**src/rtl/wb_arbiter.sv**
```systemverilog
// Two-requester write-back arbiter (ALU vs load unit) with round-robin priority,
// registered register-file write port and a saturating contention counter.
module wb_arbiter #(
    parameter int DATA_W = 32,
    parameter int ADDR_W = 5
) (
    input  logic              clk,
    input  logic              reset_n,
    input  logic              wb_en,
    input  logic              alu_valid,
    input  logic [ADDR_W-1:0] alu_rd,
    input  logic [DATA_W-1:0] alu_data,
    output logic              alu_ready,
    input  logic              mem_valid,
    input  logic [ADDR_W-1:0] mem_rd,
    input  logic [DATA_W-1:0] mem_data,
    output logic              mem_ready,
    output logic              regWrite,
    output logic [ADDR_W-1:0] writeReg,
    output logic [DATA_W-1:0] writeData,
    output logic [15:0]       conflict_cnt
);

    logic              prio_q, prio_d;
    logic              reg_write_q, reg_write_d;
    logic [ADDR_W-1:0] write_reg_q, write_reg_d;
    logic [DATA_W-1:0] write_data_q, write_data_d;
    logic [15:0]       conflict_cnt_q, conflict_cnt_d;
    logic [ADDR_W-1:0] grant_rd;
    logic [DATA_W-1:0] grant_data;
    logic              grant_any;

    always_comb begin
        // reset_n gates the grants so nothing is acknowledged while held in reset
        alu_ready  = reset_n & wb_en & alu_valid & (~mem_valid | ~prio_q);
        mem_ready  = reset_n & wb_en & mem_valid & (~alu_valid | prio_q);
        grant_any  = alu_ready | mem_ready;
        grant_rd   = mem_ready ? mem_rd : alu_rd;
        grant_data = mem_ready ? mem_data : alu_data;

        prio_d = prio_q;
        if (alu_ready) begin
            prio_d = 1'b1;
        end else if (mem_ready) begin
            prio_d = 1'b0;
        end

        // writes to r0 are consumed but never reach the register file
        reg_write_d  = grant_any && (grant_rd != '0);
        write_reg_d  = reg_write_d ? grant_rd : write_reg_q;
        write_data_d = reg_write_d ? grant_data : write_data_q;

        conflict_cnt_d = conflict_cnt_q;
        if (wb_en && alu_valid && mem_valid && (conflict_cnt_q != 16'hFFFF)) begin
            conflict_cnt_d = conflict_cnt_q + 16'd1;
        end
    end

    always_ff @(posedge clk or negedge reset_n) begin
        if (!reset_n) begin
            prio_q         <= 1'b0;
            reg_write_q    <= 1'b0;
            write_reg_q    <= '0;
            write_data_q   <= '0;
            conflict_cnt_q <= '0;
        end else begin
            prio_q         <= prio_d;
            reg_write_q    <= reg_write_d;
            write_reg_q    <= write_reg_d;
            write_data_q   <= write_data_d;
            conflict_cnt_q <= conflict_cnt_d;
        end
    end

    assign regWrite     = reg_write_q;
    assign writeReg     = write_reg_q;
    assign writeData    = write_data_q;
    assign conflict_cnt = conflict_cnt_q;

endmodule

```
**config.mk**
```make
export PLATFORM = sky130hd
export DESIGN_NAME = wb_arbiter
export DESIGN_NICKNAME = d
export VERILOG_FILES = /design/src/rtl/wb_arbiter.sv
export SDC_FILE = /design/constraint.sdc
export NUM_CORES = 1
export LEC_CHECK = 0
export CAP_MARGIN = 20
export CELL_PAD_IN_SITES_DETAIL_PLACEMENT = 1
export CELL_PAD_IN_SITES_GLOBAL_PLACEMENT = 2
export CORE_UTILIZATION = 23
export CTS_BUF_LIST = sky130_fd_sc_hd__clkbuf_16
export DETAILED_ROUTE_END_ITERATION = 10
export GPL_TIMING_DRIVEN = 0
export PLACE_DENSITY_LB_ADDON = 0.1
export SYNTH_ARGS = -nofsm -noshare
export SYNTH_HDL_FRONTEND = slang
export SYNTH_SLANG_ARGS = --single-unit
```
**constraint.sdc**
```tcl
create_clock -name clk -period 1.5 [get_ports clk]
set_input_delay 0.15 -clock clk [delete_from_list [all_inputs] [get_ports clk]]
set_output_delay 0.15 -clock clk [all_outputs]
set_load 0.005 [all_outputs]
```
==> flow_summary.yaml <==
run_status:
  status: "complete, but fails checks"
  violations: "hold timing, setup timing"
yosys:
  syn_nets: 300
  synth-async-reset-ratio_pct: 100
  synth_edf_count: 0
  ys_warn_count: 0
  synth_top_area_share_pct: 48.8
  syn_avg_cell_area_um2: 12.8
  synth_area_mm2: 0.00282
  yosys.area.top_type: "dfrtp_1"
  yosys_most_used_dff: "dfrtp_1"
  synth_cell_types: 43
  synth_cells: 220
  ys_ff_latch: 55
  yosys-top-cells-area: "dfrtp_1, a2bb2oi_2, o22ai_1"
  ys_seq_area_share_pct: 48.8
critical_path:
  critPathLaunchType: "flip-flop"
  path_class: "reg -> reg"
  slowest_stage: "dfrtp_1"
  crit_chain: "nand2b_4 -> nand3_4 -> buf_6 -> mux2i_4 -> buf_12 -> clkbuf_16 -> a2bb2oi_2"
  regToRegEndpoint: "writeReg[0]"
  endpoint_kind: "flip-flop"
  cp_num_buf_inv: 3
  r2r_cells: 7
  worstPathRequired_ns: 1.68
  critPathArrivalTime_ns: 1.74
  regToRegSetupSlack_ns: -0.06
  cp.depth: 7
  cp_max_fo: 7
  cp_top_family: "buffers and inverters"
  r2r_start: "prio_q"
  crit_end: "writeReg[0]"
  critPathMaxStageDelay_ns: 0.40
  startpoint: "prio_q"
timing:
  rsz0062_at_grt: "yes"
  fmax_ghz: 0.641
  finalSetupTns_ns: -1.25
  clock_skew_ns: 0.0110
  slew_headroom_pct: 77.4
  setup_viol: 32
  worst_pin_slew_ns: 0.336
  finalHoldViolations: 55
  finalMaxSlewViolations: 0
  period_needed_ns: 1.56
  fin_ws_ns: -0.0607
  finalCritPeriodShare_pct: 104
  fin_worst_hold_slack_ns: -0.275
floorplanning:
  rows: 40
  coreArea_mm2: 0.0120
  ios: 135
  die_h_um: 113
  die_w_um: 113
  die_area_mm2: 0.0127
  initial_core_util_pct: 23.6
route:
  drtPass1Iterations: 4
  wl_per_cell_um: 18.3
  wl_um: 9850
  routed_via_density: 4.80
  drc: 0
  vias: 2582
  ant_nets: 0
  drtIter0Drc: 44
clocking:
  h-tree-depth: 2
  clock-sinks: 55
  cts_tree: "done"
  clock-root-buffer: "clkbuf_16"
  clk_pin_slew_ns: 0.08
  clk_latency_ns: 0.30
  clockBufferDepth: 2
  cts_buffers: 5
job:
  drv_cap: 0
grt:
  globalRouteTotalUtil_pct: 15.1
  grt_max_degree: 57
  grt_overflow_total: 0
  grt_pass1_wl_um: 14900
  antenna_found_initial: 0
  grt_pass1_vias: 2622
placed_design:
  gp_congestion: 0.729
  dpl.hpwl_um: 6560
  io_buffers: 134
  place_area_mm2: 0.00434
  pre_cts_ws_ns: -0.826
pwr:
  power_density_mw_per_mm2: 1010
  finalPower_mw: 5.21
  p_leak_nw: 2.10
  ir_drop_v: 0.000417
final_layout:
  syn_to_final_growth_pct: 83.9
  design_area_mm2: 0.00518
  layout-drive-gt1-share_pct: 37.9
  final_cell_mix: "clkdlybuf4s50_1, dfrtp_1, a2bb2oi_2"
  final_nets: 470
  final_common_cell: "clkdlybuf4s50_1"
  diodes: 0
  fillers: 1255
worst_hold_path:
  min_path_type: "in -> async"
## stage by stage
stage / utilization (%) / std cells
floorplan: - / 220
global placement: 36.3 / 501
detailed placement: 36.3 / 501
CTS: 40.0 / 517
global route: 43.3 / 538
finish: 43.3 / 538
## how the worst min path moves through the flow
stage | start | slack [ns] | to
after detailed placement | reset_n | 0.29 | writeData[25]
final | reset_n | -0.27 | writeData[25]
after global routing | reset_n | -0.26 | writeData[21]
after global placement | prio_q | 0.49 | prio_q
after CTS | reset_n | -0.26 | writeData[25]
after floorplan | reset_n | -0.15 | conflict_cnt[0]
## layout make-up
type / instances / area, um^2 / area share, %
buffer: 14 / 183 / 3.53
clock buffer: 5 / 125 / 2.41
clock inverter: 3 / 16.3 / 0.314
inverter: 4 / 15.0 / 0.290
multi-input combinational: 147 / 1570 / 30.4
sequential: 55 / 1390 / 26.8
tap: 147 / 184 / 3.55
timing repair buffer: 163 / 1700 / 32.8
## flip-flops by register name, indices dropped and copies added (netlist names)
register	flops
prio_q	1
conflict_cnt	16
regWrite	1
writeReg	5
writeData	32
## where the power goes
group	switching (mW)	total, mW	internal [mW]	leakage (nW)
clock	0.570	1.18	0.613	0.0710
sequential	0.272	2.08	1.81	0.635
combinational	0.604	1.94	1.34	1.39
total	1.45	5.21	3.76	2.10
## cell usage after synthesis (2+ instances only)
cell type,instances
nand3_1,6
or4_4,2
buf_6,6
buf_4,2
a2bb2oi_1,5
nand3_2,2
dfrtp_1,55
a31oi_1,2
inv_1,4
a2bb2oi_2,30
nand2_1,10
xnor2_1,5
nor2_1,3
nor3_1,4
o21ai_0,2
clkbuf_1,5
and4_1,4
a21oi_1,2
o22ai_1,35
xor2_1,8
nor2_8,2
nand4_1,4
and3_1,2
## metal layers
layer	global-route usage, %	routed length, um
met1	21.3	4680
met2	23.7	4600
met3	2.97	485
met4	4.00	87
met5	0	0
## cells by family (layout without fill, tap and decap cells)
logic type	after synthesis	count (layout)	share of synthesized area, %
and+or+nand+nor	48	48	12.4
adders and majority gates	1	1	0.444
DFF	55	55	48.8
buffers and inverters	18	189	4.31
muxes	2	2	1.20
AOI/OAI and AO/OA	83	83	28.8
xor gates and xnor gates	13	13	4.04
## timing repair
| action | CTS | global route |
|---|---|---|
| pin swaps | 8 | 11 |
| buffers inserted | 8 | 16 |
| hold endpoints to repair | 55 | 55 |
| gates resized for setup | 72 | 36 |
| cloned | 0 | 5 |
| setup endpoints to repair | 54 | 53 |
(Power assumes the default switching activity.)
